File: src/rtl/fifo_arb_pkg.sv
// rtl/fifo_arb_pkg.sv - shared types and defaults for the FIFO arbiter
// Purpose: FSM state encoding and default data width / depth.
// Ports:   none (package).
package fifo_arb_pkg;

    localparam int DW_DEF    = 4;
    localparam int DEPTH_DEF = 8;

    typedef enum logic [2:0] {
        IDLE,
        WR,
        RD,
        CAP,
        RDONE
    } state_e;

endpackage

File: src/rtl/fifo_arbiter_rr_arb2.sv
// rtl/fifo_arbiter_rr_arb2.sv - two-way round-robin picker
// Purpose: picks one of two eligible requesters; rr selects the favoured one.
// Ports:   elig  - eligible vector
//          rr    - favoured requester when both are eligible
//          grant - one-hot grant (zero when nothing is eligible)
module rr_arb2 (
    input  logic [1:0] elig,
    input  logic       rr,
    output logic [1:0] grant
);

    always_comb begin
        grant = elig;
        if (elig == 2'b11) begin
            grant = rr ? 2'b10 : 2'b01;
        end
    end

endmodule

File: src/rtl/fifo_arbiter.sv
// rtl/fifo_arbiter.sv - shares one FIFO between two writers and one reader
// Purpose: sequences FIFO push/pop strobes, round-robins the writers,
//          alternates reads against writes and returns popped data.
// Ports:   clk, rst (sync, active-low)
//          req_wr/din0/din1/ack_wr      - write requesters
//          req_rd/dout/dout_valid       - read requester
//          f_en_in/f_in/f_en_out        - FIFO control outputs
//          f_out/f_empty/f_full         - FIFO outputs and flags
//          level                        - occupancy (only with FIFO_ARB_LEVEL_EN)
// Config:  FIFO_ARB_LEVEL_EN adds the level port and its counter.
module fifo_arbiter
    import fifo_arb_pkg::*;
#(
    parameter int DW    = DW_DEF,
    parameter int DEPTH = DEPTH_DEF
) (
    input  logic          clk,
    input  logic          rst,
    input  logic [1:0]    req_wr,
    input  logic [DW-1:0] din0,
    input  logic [DW-1:0] din1,
    output logic [1:0]    ack_wr,
    input  logic          req_rd,
    output logic [DW-1:0] dout,
    output logic          dout_valid,
    output logic          f_en_in,
    output logic [DW-1:0] f_in,
    output logic          f_en_out,
    input  logic [DW-1:0] f_out,
    input  logic          f_empty,
    input  logic          f_full
`ifdef FIFO_ARB_LEVEL_EN
    ,
    output logic [$clog2(DEPTH+1)-1:0] level
`endif
);

    state_e        state_q, state_d;
    logic [1:0]    ack_wr_q, ack_wr_d;
    logic          f_en_in_q, f_en_in_d;
    logic          f_en_out_q, f_en_out_d;
    logic [DW-1:0] f_in_q, f_in_d;
    logic [DW-1:0] dout_q, dout_d;
    logic          dout_valid_q, dout_valid_d;
    logic          rr_q, rr_d;
    logic          last_rd_q, last_rd_d;

    logic [1:0]    wr_elig;
    logic          rd_elig;
    logic [1:0]    grant;

    assign wr_elig = req_wr & {2{~f_full}};
    assign rd_elig = req_rd & ~f_empty;

    rr_arb2 u_rr_arb2 (
        .elig  (wr_elig),
        .rr    (rr_q),
        .grant (grant)
    );

    always_comb begin
        state_d      = state_q;
        ack_wr_d     = 2'b00;
        f_en_in_d    = 1'b0;
        f_en_out_d   = 1'b0;
        f_in_d       = f_in_q;
        dout_d       = dout_q;
        dout_valid_d = 1'b0;
        rr_d         = rr_q;
        last_rd_d    = last_rd_q;
        case (state_q)
            IDLE: begin
                // A write goes first unless a read is also eligible and
                // the previous operation was a write.
                if ((|wr_elig) && (!rd_elig || last_rd_q)) begin
                    ack_wr_d  = grant;
                    f_en_in_d = 1'b1;
                    f_in_d    = grant[1] ? din1 : din0;
                    rr_d      = grant[0];
                    last_rd_d = 1'b0;
                    state_d   = WR;
                end else if (rd_elig) begin
                    f_en_out_d = 1'b1;
                    last_rd_d  = 1'b1;
                    state_d    = RD;
                end
            end
            WR:  state_d = IDLE;
            RD:  state_d = CAP;
            CAP: begin
                // f_out was refreshed by the edge that ended the pop cycle.
                dout_d       = f_out;
                dout_valid_d = 1'b1;
                state_d      = RDONE;
            end
            RDONE:   state_d = IDLE;
            default: state_d = IDLE;
        endcase
    end

`ifdef FIFO_ARB_LEVEL_EN
    localparam int LW = $clog2(DEPTH+1);
    logic [LW-1:0] level_q, level_d;

    always_comb begin
        level_d = level_q;
        if (f_en_in_q && (level_q != LW'(DEPTH))) begin
            level_d = level_q + 1'b1;
        end else if (f_en_out_q && (level_q != '0)) begin
            level_d = level_q - 1'b1;
        end
    end

    always_ff @(posedge clk) begin
        if (!rst) begin
            level_q <= '0;
        end else begin
            level_q <= level_d;
        end
    end

    assign level = level_q;
`endif

    always_ff @(posedge clk) begin
        if (!rst) begin
            state_q      <= IDLE;
            ack_wr_q     <= 2'b00;
            f_en_in_q    <= 1'b0;
            f_en_out_q   <= 1'b0;
            f_in_q       <= '0;
            dout_q       <= '0;
            dout_valid_q <= 1'b0;
            rr_q         <= 1'b0;
            last_rd_q    <= 1'b1;
        end else begin
            state_q      <= state_d;
            ack_wr_q     <= ack_wr_d;
            f_en_in_q    <= f_en_in_d;
            f_en_out_q   <= f_en_out_d;
            f_in_q       <= f_in_d;
            dout_q       <= dout_d;
            dout_valid_q <= dout_valid_d;
            rr_q         <= rr_d;
            last_rd_q    <= last_rd_d;
        end
    end

    assign ack_wr     = ack_wr_q;
    assign f_en_in    = f_en_in_q;
    assign f_en_out   = f_en_out_q;
    assign f_in       = f_in_q;
    assign dout       = dout_q;
    assign dout_valid = dout_valid_q;

endmodule

File: config.mk
export PLATFORM = sky130hd
export DESIGN_NAME = fifo_arbiter
export DESIGN_NICKNAME = d
export VERILOG_FILES = /design/src/rtl/fifo_arb_pkg.sv /design/src/rtl/fifo_arbiter_rr_arb2.sv /design/src/rtl/fifo_arbiter.sv
export SDC_FILE = /design/constraint.sdc
export NUM_CORES = 1
export LEC_CHECK = 0
export CAP_MARGIN = 25
export CORE_MARGIN = 2
export CORE_UTILIZATION = 40
export DETAILED_ROUTE_END_ITERATION = 16
export MAX_ROUTING_LAYER = met4
export PLACE_DENSITY = 0.85
export SYNTH_ARGS = -nofsm -noshare
export SYNTH_HDL_FRONTEND = slang
export SYNTH_SLANG_ARGS = --single-unit
export TNS_END_PERCENT = 30
File: constraint.sdc
create_clock -name clk -period 1.8 [get_ports clk]
set_input_delay 0.36 -clock clk [delete_from_list [all_inputs] [get_ports clk]]
set_output_delay 0.36 -clock clk [all_outputs]
set_load 0.005 [all_outputs]
==> results of run 1 <==
## tightest hold or removal path, delay by kind of cell, from the launching register on
family	cells	cell delay, ns
compound gates	1	0.06
simple gates	1	0.06
flops	1	0.34
## metal layers
metal	wire, um	GRT usage
met4	12	0.0514
met2	730	0.261
met3	106	0.0588
met1	611	0.177
met5	0	-
## cells by family after synthesis
family,share of synthesized area
flip-flops,0.498
AND/OR/NAND/NOR,0.208
buffers and inverters,0.0484
multiplexers,0.111
AO/OA/AOI/OAI,0.135
## synthesized netlist by cell type, types with 2 or more instances
cell	n
nor2_1	13
mux2i_1	8
dfxtp_1	18
nand2_1	3
o21ai_0	2
inv_1	4
and3_1	2
a211oi_2	3
nand2b_1	2
a21oi_1	2
## flip-flops by register name, indices dropped and copies added (netlist names)
signal and cells:
ack_wr 2, last_rd_q 1, f_en_out 1, dout 4, state_q 3, dout_valid 1
rr_q 1, f_in 4, f_en_in 1
## power by group through the flow
stage               sequential (W)  combinational (W)  clock [W]
floorplan                 0.000440          0.0000733          0
global placement          0.000440           0.000158          0
detailed placement        0.000440           0.000162          0
CTS                       0.000431           0.000163   0.000256
global route              0.000434           0.000178   0.000269
finish                    0.000431           0.000161   0.000245
## area by class of cell
class	count	area (um2)
clock buffers	4	36.3
flip-flops and latches	18	360
well taps	25	31.3
multi-input cells	48	328
inverters	4	15.0
repair buffers	34	345
fillers	146	592
## how the worst max path moves through the flow
stage / end / cells past startpoint / from
after floorplan: f_in[1] / 5 / state_q[2]
after global placement: f_in[3] / 5 / req_wr[0]
after detailed placement: f_in[0] / 6 / req_wr[0]
after CTS: dout[0] / 1 / dout[0]
after global routing: dout[0] / 1 / dout[0]
final: dout[2] / 1 / dout[2]
## through the flow
step                total power (W)   util  setup slack [ns]  instance area (um2)  instances
global placement           0.000597  0.632            0.0758                 1080        129
finish                     0.000836  0.653             0.291                 1120        133
floorplan                  0.000513      -             0.537                  723         73
detailed placement         0.000602  0.632            0.0269                 1080        129
CTS                        0.000850  0.653             0.274                 1120        133
global route               0.000880  0.653             0.244                 1120        133
==> metrics, run 1 <==
Antenna diodes=0; Rows=15; number of global-route vias before repair=577; critical path, cell by cell=clkdlybuf4s50_1; R2R cell count=5; Clock Sinks=18; Worst-Skew Late Latency=0.29 ns; worst slew pin tran=0.376 ns; Wirelength per Cell=11.0 um; hold path endpoint=rr_q; peak supply drop=587 uV; worst hold margin=0.495 ns; PD cells=749 mW/mm2; # IOs=32; Routed Wire Length=1460 um; RSZ-0062 raised after global routing=false; final setup fails=0; Reg2Reg Capture Point=f_in[0]; max incr delay on CP=0.51 ns; Gate Count Post-Synth=73; Avg Vias per Cell=4.59; WP buf/inv=1; initial core utilization=0.423; most frequent cells in the layout=31 x clkdlybuf4s50_1, 18 x dfxtp_1, 13 x nor2_1; post-CTS setup buffer count=0; NetSw=0.000194 W; drt pass-1 iters=3; count of cell types in the netlist=26; CTS H-tree depth=1; gr ovfl total=0; root buffer cell=clkbuf_4; PostCTS Resize Cnt=0; launching point of the worst reg2reg path=state_q[2]; Gate power share=0.192; worst-path maximum fanout=2; EDFF count, synth=0; leakage=0.455 nW; Yosys top cell by area=dfxtp_1; MaxCap Viol Count=0; Tot GR Track Use=0.159; clk buf depth=2; status=completed; global-route wire length before repair=2300 um; CP endpoint kind=primary output; slew margin rel.=0.749; register bit total from synthesis=18; via count=611; critical path's slowest cell=clkdlybuf4s50_1; max-slew violation count=0; net count reported at finish=128; hold path startpoint=rr_q; post-synthesis sequential area ratio=0.498; final worst-path cycle share=0.839; share of the synthesized area in the top cell type=0.498; initial DRC count=7; Flop pwr share=0.515; PortBufs=31; Die ar.=0.00216 mm2; mean post-synth cell area=9.91 um2; initial antenna violation count=0; CTS tree=built; Startpoint Class=flip-flop; setup TNS=0 ns; cell family with most CP delay=buffers and inverters; Clk pwr share=0.293; hold-fix buffers at CTS=0; placer's final routability congestion estimate=0.743; top cells by area, synth=dfxtp_1 50%, mux2i_1 11%, nor2_1 6.7%; Antenna Violating Nets Remaining=0; Layout area overhead=54.3%; skew final=0.00375 ns; fmax=663 MHz; Final Hold Viols=0; worst hold stages=2; core region area=0.00171 mm2; Post-synth ARST share=0; post-DP HPWL=1160 um; WP data required=1.44 ns; worst reg-to-reg setup slack=0.41 ns; Synth Flop Type=dfxtp_1; Post-route DRC=0; Crit Path Class=reg -> out; pin count of the biggest net entering global routing=12; layout cell share with drive strength beyond 1=0.130; CTS Buf Count=3; post-route minimum period=1.51 ns; Synth Warn #=0; Syn Nets=92; Die X-Extent=46.5 um; commonest non-fill, non-tap cell in the layout=clkdlybuf4s50_1; WP data arrival=1.15 ns; clock-pin slew on the worst setup and hold paths=0.10 ns; Sw Share=0.232; die height=46.5 um; synthesized area=723 um2; Hold Path Class=reg -> reg; Internal Power=0.000642 W
No activity file was read; power rests on OpenSTA's default activity.
==> run 2: changes to the inputs <==
==> constraint.sdc (replaced) <==
create_clock -name clk -period 1.4 [get_ports clk]
set_input_delay 0.28 -clock clk [delete_from_list [all_inputs] [get_ports clk]]
set_output_delay 0.28 -clock clk [all_outputs]
set_load 0.005 [all_outputs]
==> metrics, run 2 (synthesis results as in run 1) <==
WP data arrival=1.58 ns (+0.43 ns); status=completed; final setup fails=0 (unchanged); PortBufs=31 (unchanged); CTS H-tree depth=1 (unchanged); R2R cell count=5 (unchanged); Reg2Reg Capture Point=f_in[0]; worst slew pin tran=0.349 ns (-0.0267 ns); setup TNS=0 ns (unchanged); number of global-route vias before repair=572 (-0.87%); max-slew violation count=0 (unchanged); post-DP HPWL=1240 um (+6.4%); placer's final routability congestion estimate=0.746 (+0.40%); RSZ-0062 raised after global routing=true; final worst slack=0.0135 ns (-0.277 ns); slew margin rel.=0.767 (+0.0178); global-route wire length before repair=2310 um (+0.61%); worst reg-to-reg setup slack=0.01 ns (-0.40 ns); die height=46.5 um (unchanged); initial antenna violation count=0 (unchanged); hold-fix buffers at CTS=0 (unchanged); Setup WS pre-CTS=-0.259 ns (-0.286 ns); drt pass-1 iters=4 (+1); max incr delay on CP=0.40 ns (-0.11 ns); post-route minimum period=1.39 ns; Hold Path Class=reg -> reg; worst-path maximum fanout=11 (+9); CTS tree=built; hold path startpoint=rr_q; WP buf/inv=1 (unchanged); Antenna Violating Nets Remaining=0 (unchanged); Post-route DRC=0 (unchanged); fmax=721 MHz; final worst-path cycle share=0.990; PostCTS Resize Cnt=12 (+12); total power=0.00107 W (+28%); Die X-Extent=46.5 um (unchanged); Worst-Skew Late Latency=0.28 ns (about the same); MaxCap Viol Count=0 (unchanged); clk buf depth=2 (unchanged); hold path endpoint=rr_q; Startpoint Class=flip-flop; PD cells=938 mW/mm2 (+25%); Layout area overhead=58.3%; CTS Buf Count=3 (unchanged); Tot GR Track Use=0.158 (-0.00109); Wirelength per Cell=11.7 um (+6.7%); peak supply drop=618 uV (+5.2%); initial core utilization=0.423 (unchanged); WP data required=1.60 ns (+0.16 ns); critical path, cell by cell=or3_4 -> nor3_4 -> buf_12 -> nor2_1 -> a211oi_1; post-CTS setup buffer count=0 (unchanged); via count=649 (+6.2%); Crit Path Class=reg -> reg; Rows=15 (unchanged); CP endpoint kind=flip-flop; Clock Sinks=18 (unchanged); pin count of the biggest net entering global routing=12 (unchanged); layout cell share with drive strength beyond 1=0.200 (+0.0704); Final Core Density=0.670 (+0.0169); Antenna diodes=0 (unchanged); initial DRC count=7 (unchanged); most frequent cells in the layout=18 x clkdlybuf4s50_1, 13 x nor2_1, 12 x dfxtp_1; cell family with most CP delay=simple AND/OR/NAND/NOR gates; Die ar.=0.00216 mm2 (unchanged); core region area=0.00171 mm2 (unchanged); # IOs=32 (unchanged); Avg Vias per Cell=4.81 (+4.6%); root buffer cell=clkbuf_4; worst hold margin=0.490 ns (-0.00437 ns); net count reported at finish=130 (+1.6%); gr ovfl total=0 (unchanged); leakage=0.602 nW (+32%); worst hold stages=2 (unchanged); Routed Wire Length=1580 um (+8.4%); launching point of the worst reg2reg path=state_q[2]; critical path's slowest cell=or3_4; clock-pin slew on the worst setup and hold paths=0.10 ns (about the same); skew final=0.00220 ns (-0.00155 ns); commonest non-fill, non-tap cell in the layout=clkdlybuf4s50_1; Final Hold Viols=0 (unchanged)
[run 2: cell types whose count changed in the layout (fill, tap and decap cells not counted), sizes merged]
cell / previous run / this run
buf: 3 / 5
clkdlybuf4s50: 31 / 18
dlygate4sd2: 0 / 7
dlymetal6s2s: 0 / 6
[run 2: area by class of cell]
cell class              count  area [um2]
multi-input cells          48         328
fillers                   140         563
flip-flops and latches     18         368
inverters                   4        15.0
repair buffers             36         367
clock buffers               4        36.3
well taps                  25        31.3
[run 2: where the power goes]
part | switching [W] | internal (W)
sequential | 0.0000149 | 0.000541
clock | 0.000156 | 0.000158
combinational | 0.0000805 | 0.000123
total | 0.000251 | 0.000822
[run 2: stage by stage]
stage	cells	instance area (um2)
6_report	135	1140
5_1_grt	135	1140
4_1_cts	135	1130
2_1_floorplan	73	723
3_3_place_gp	131	1090
3_5_place_dp	131	1090
[run 2: per-layer routing]
| layer | up-vias | part of all wire | routed length [um] | track usage |
|---|---|---|---|---|
| met4 | 0 | 0.018 | 29 | 0.0857 |
| met2 | 22 | 0.51 | 810 | 0.272 |
| met5 | - | 0 | 0 | - |
| met3 | 4 | 0.054 | 85 | 0.0235 |
| li1 | 322 | - | - | - |
| met1 | 301 | 0.42 | 658 | 0.171 |
[run 2: how the worst max path moves through the flow]
stage / from / endpoint / slack, ns / cells past startpoint
floorplan: state_q[2] / f_in[1] / 0.14 / 5
global route: state_q[2] / f_in[0] / -0.02 / 5
finish: state_q[2] / f_in[0] / 0.01 / 5
CTS: f_in[1] / f_in[1] / -0.01 / 1
detailed placement: f_full / f_in[0] / -0.26 / 6
global placement: req_wr[1] / f_in[3] / -0.24 / 4
[run 2: worst reg2reg max path, delay by kind of cell (launching register included)]
family                 cells  cell delay (ns)
AOI/OAI and AO/OA          1             0.20
DFF                        1             0.34
buffers and inverters      1             0.15
and+or+nand+nor            3             0.60
==> run 3: changes to the inputs <==
--- a/config.mk
+++ b/config.mk
@@ -8,10 +8,12 @@
 export CAP_MARGIN = 25
 export CORE_MARGIN = 2
 export CORE_UTILIZATION = 40
+export CTS_CLUSTER_DIAMETER = 200
 export DETAILED_ROUTE_END_ITERATION = 16
 export MAX_ROUTING_LAYER = met4
-export PLACE_DENSITY = 0.85
+export PLACE_DENSITY = 0.84
 export SYNTH_ARGS = -nofsm -noshare
 export SYNTH_HDL_FRONTEND = slang
+export SYNTH_HIERARCHICAL = 1
 export SYNTH_SLANG_ARGS = --single-unit
 export TNS_END_PERCENT = 30
==> metrics, run 3 <==
initial DRC count=2 (-5); max incr delay on CP=0.52 ns (+0.12 ns); Filler Cells Inserted=140 (unchanged); clk buf depth=2 (unchanged); Rows=15 (unchanged); clock-pin slew on the worst setup and hold paths=0.10 ns (about the same); worst slew pin tran=0.439 ns (+0.0894 ns); Hold Path Class=reg -> reg; Placement Cell Area=0.00113 mm2 (+3.1%); Setup WS pre-CTS=-0.295 ns (-0.0361 ns); fmax=717 MHz (-0.57%); Clk pwr share=0.286 (-0.006); Synth Flop Type=dfxtp_1; net count reported at finish=130 (unchanged); Crit Path Class=in -> reg; Syn Nets=89 (-3.3%); critical path's slowest cell=or3b_2; total power=0.00108 W (+0.86%); Post-route DRC=0 (unchanged); synthesized area=742 um2 (+2.6%); Reg area=367 um2 (-0.34%); WP data arrival=1.57 ns (about the same); Yosys top cell by area=dfxtp_1; final worst-path cycle share=0.996 (+0.00568); commonest non-fill, non-tap cell in the layout=clkdlybuf4s50_1; Wirelength per Cell=12.6 um (+7.8%); root buffer cell=clkbuf_4; Worst-Skew Late Latency=0.29 ns (about the same); CTS H-tree depth=1 (unchanged); Routed Wire Length=1710 um (+7.8%); count of cell types in the netlist=26 (unchanged); Sw Share=0.235 (+0.00130); Die X-Extent=47.1 um (+1.2%); most used standard cell by instance count after synthesis=dfxtp_1; Final Hold Viols=0 (unchanged); global-route layer with the greatest usage=met2; pin count of the biggest net entering global routing=12 (unchanged); Antenna Violating Nets Remaining=0 (unchanged); peak supply drop=524 uV (-15%); gr ovfl total=0 (unchanged); post-DP HPWL=1330 um (+7.8%); CTS tree=built; EDFF count, synth=0 (unchanged); Gate power share=0.200 (+0.010); critical path, cell by cell=clkdlybuf4s50_1 -> or3b_2 -> a21oi_1 -> nor2b_1; Post-synth ARST share=0 (unchanged); final setup fails=0 (unchanged); # IOs=32 (unchanged); placed cells=131 (unchanged); via count=682 (+5.1%); design area=0.00119 mm2 (+3.9%); number of global-route vias before repair=601 (+5.1%); Antenna diodes=0 (unchanged); Gate Count Post-Synth=70 (-4.1%); slew margin rel.=0.707 (-0.0597); drt pass-1 iters=2 (-2); grt met1 use=0.176 (+0.00475); met3 Use GR=0.0269 (+0.00339); most frequent cells in the layout=17 x clkdlybuf4s50_1, 13 x dfxtp_1, 8 x mux2i_1; synth cell count leaders=18 x dfxtp_1, 8 x mux2i_1, 6 x nor2_1; MaxCap Viol Count=0 (unchanged); worst-path maximum fanout=5 (-6); layout cell share with drive strength beyond 1=0.227 (+0.0273); post-route minimum period=1.39 ns (+0.00795 ns); final worst slack=0.00554 ns (-0.00795 ns); register bit total from synthesis=18 (unchanged); NetSw=0.000255 W (+1.4%); CTS Buf Count=3 (unchanged); placer's final routability congestion estimate=0.726 (-2.6%); Synth Warn #=6 (+6); global-route wire length before repair=2420 um (+4.5%); RSZ-0062 raised after global routing=false; die height=47.1 um (+1.2%); final non-filler cell total=135 (unchanged); share of the synthesized area in the top cell type=0.486 (-0.0126); M2 GR Usage=0.268 (-0.00373); Layout area overhead=60.4%; core region area=0.00173 mm2 (+1.1%); initial antenna violation count=0 (unchanged); Clock Sinks=18 (unchanged); CP endpoint kind=flip-flop; Startpoint Class=input port; PortBufs=31 (unchanged); leakage=0.609 nW (+1.2%); mean post-synth cell area=10.6 um2 (+7.0%); top cells by area, synth=dfxtp_1 49%, mux2i_1 11%, a211oi_1 4.0%; Internal Power=0.000828 W (+0.69%); post-CTS setup buffer count=0 (unchanged); Tot GR Track Use=0.167 (+0.00949); status=completed; max-slew violation count=0 (unchanged); WP data required=1.58 ns (-0.02 ns); worst hold margin=0.479 ns (-0.0115 ns); post-synthesis sequential area ratio=0.486 (-0.0126); skew final=0.00556 ns (+0.00336 ns); Flop pwr share=0.513 (-0.005); initial core utilization=0.430 (+0.00627); Avg Vias per Cell=5.05 (+5.1%); footprint of the multi-input gates=377 um2 (+15%); Die ar.=0.00222 mm2 (+2.4%); PD cells=910 mW/mm2 (-3.0%)
==> run 3: cell count changes in the layout (fill, tap and decap cells not counted), sizes merged, moves of 3 or more <==
cell	previous run	this run
a31oi	0	4
nand2	4	1
nor2	13	6
nor2b	0	3
==> run 3: kinds of logic after synthesis <==
family,count (synthesis),share of synthesized area
AND/OR/NAND/NOR,22,0.212
AO/OA/AOI/OAI,18,0.174
flip-flops,18,0.486
multiplexers,8,0.108
buffers and inverters,4,0.0202
==> run 3: path summary, 6_finish.rpt <==
check                           startpoint  depth (start not counted)          to  slack, ns
worst max register to register   last_rd_q                          3  state_q[0]       0.09
worst min register to register        rr_q                          2        rr_q       0.48
worst max-delay path                req_rd                          4  state_q[0]      0.006
worst min-delay path                  rr_q                          2        rr_q       0.48
==> run 3: area by class of cell <==
cell class              count  area share
well taps                  25      0.0263
repair buffers             38       0.312
inverters                   2     0.00631
clock buffers               4      0.0305
flip-flops and latches     18       0.308
multi-input cells          48       0.317
==> run 3: power by group through the flow <==
stage          Combinational, W  Clock, W  Sequential (W)
6_report               0.000217  0.000310        0.000556
5_1_grt                0.000230  0.000346        0.000559
4_1_cts                0.000217  0.000321        0.000556
3_5_place_dp           0.000221         0        0.000567
3_3_place_gp           0.000216         0        0.000566
2_1_floorplan         0.0000953         0        0.000566
==> run 3: layer usage <==
metal | vias to the layer above | share of wire
met2 | 15 | 0.50
met4 | 0 | 0.022
met1 | 324 | 0.45
li1 | 339 | -
met5 | - | 0
met3 | 4 | 0.023
==> run 3: stage by stage <==
| stage | TNS, ns | util |
|---|---|---|
| after floorplan | 0 | - |
| after CTS | -0.0132 | 0.675 |
| after detailed placement | -2.22 | 0.654 |
| after global placement | -1.98 | 0.654 |
| after global routing | 0 | 0.689 |
| final | 0 | 0.689 |
==> run 3: what timing repair did <==
item | CTS | global route
hold buffers | 0 | 0
setup endpoints to repair | 10 | 10
resized for setup | 13 | 9
==> run 3: critical path, delay by kind of cell <==
family / cells / cell delay [ns]
AO/OA/AOI/OAI: 1 / 0.23
buffers and inverters: 1 / 0.47
AND/OR/NAND/NOR: 2 / 0.59
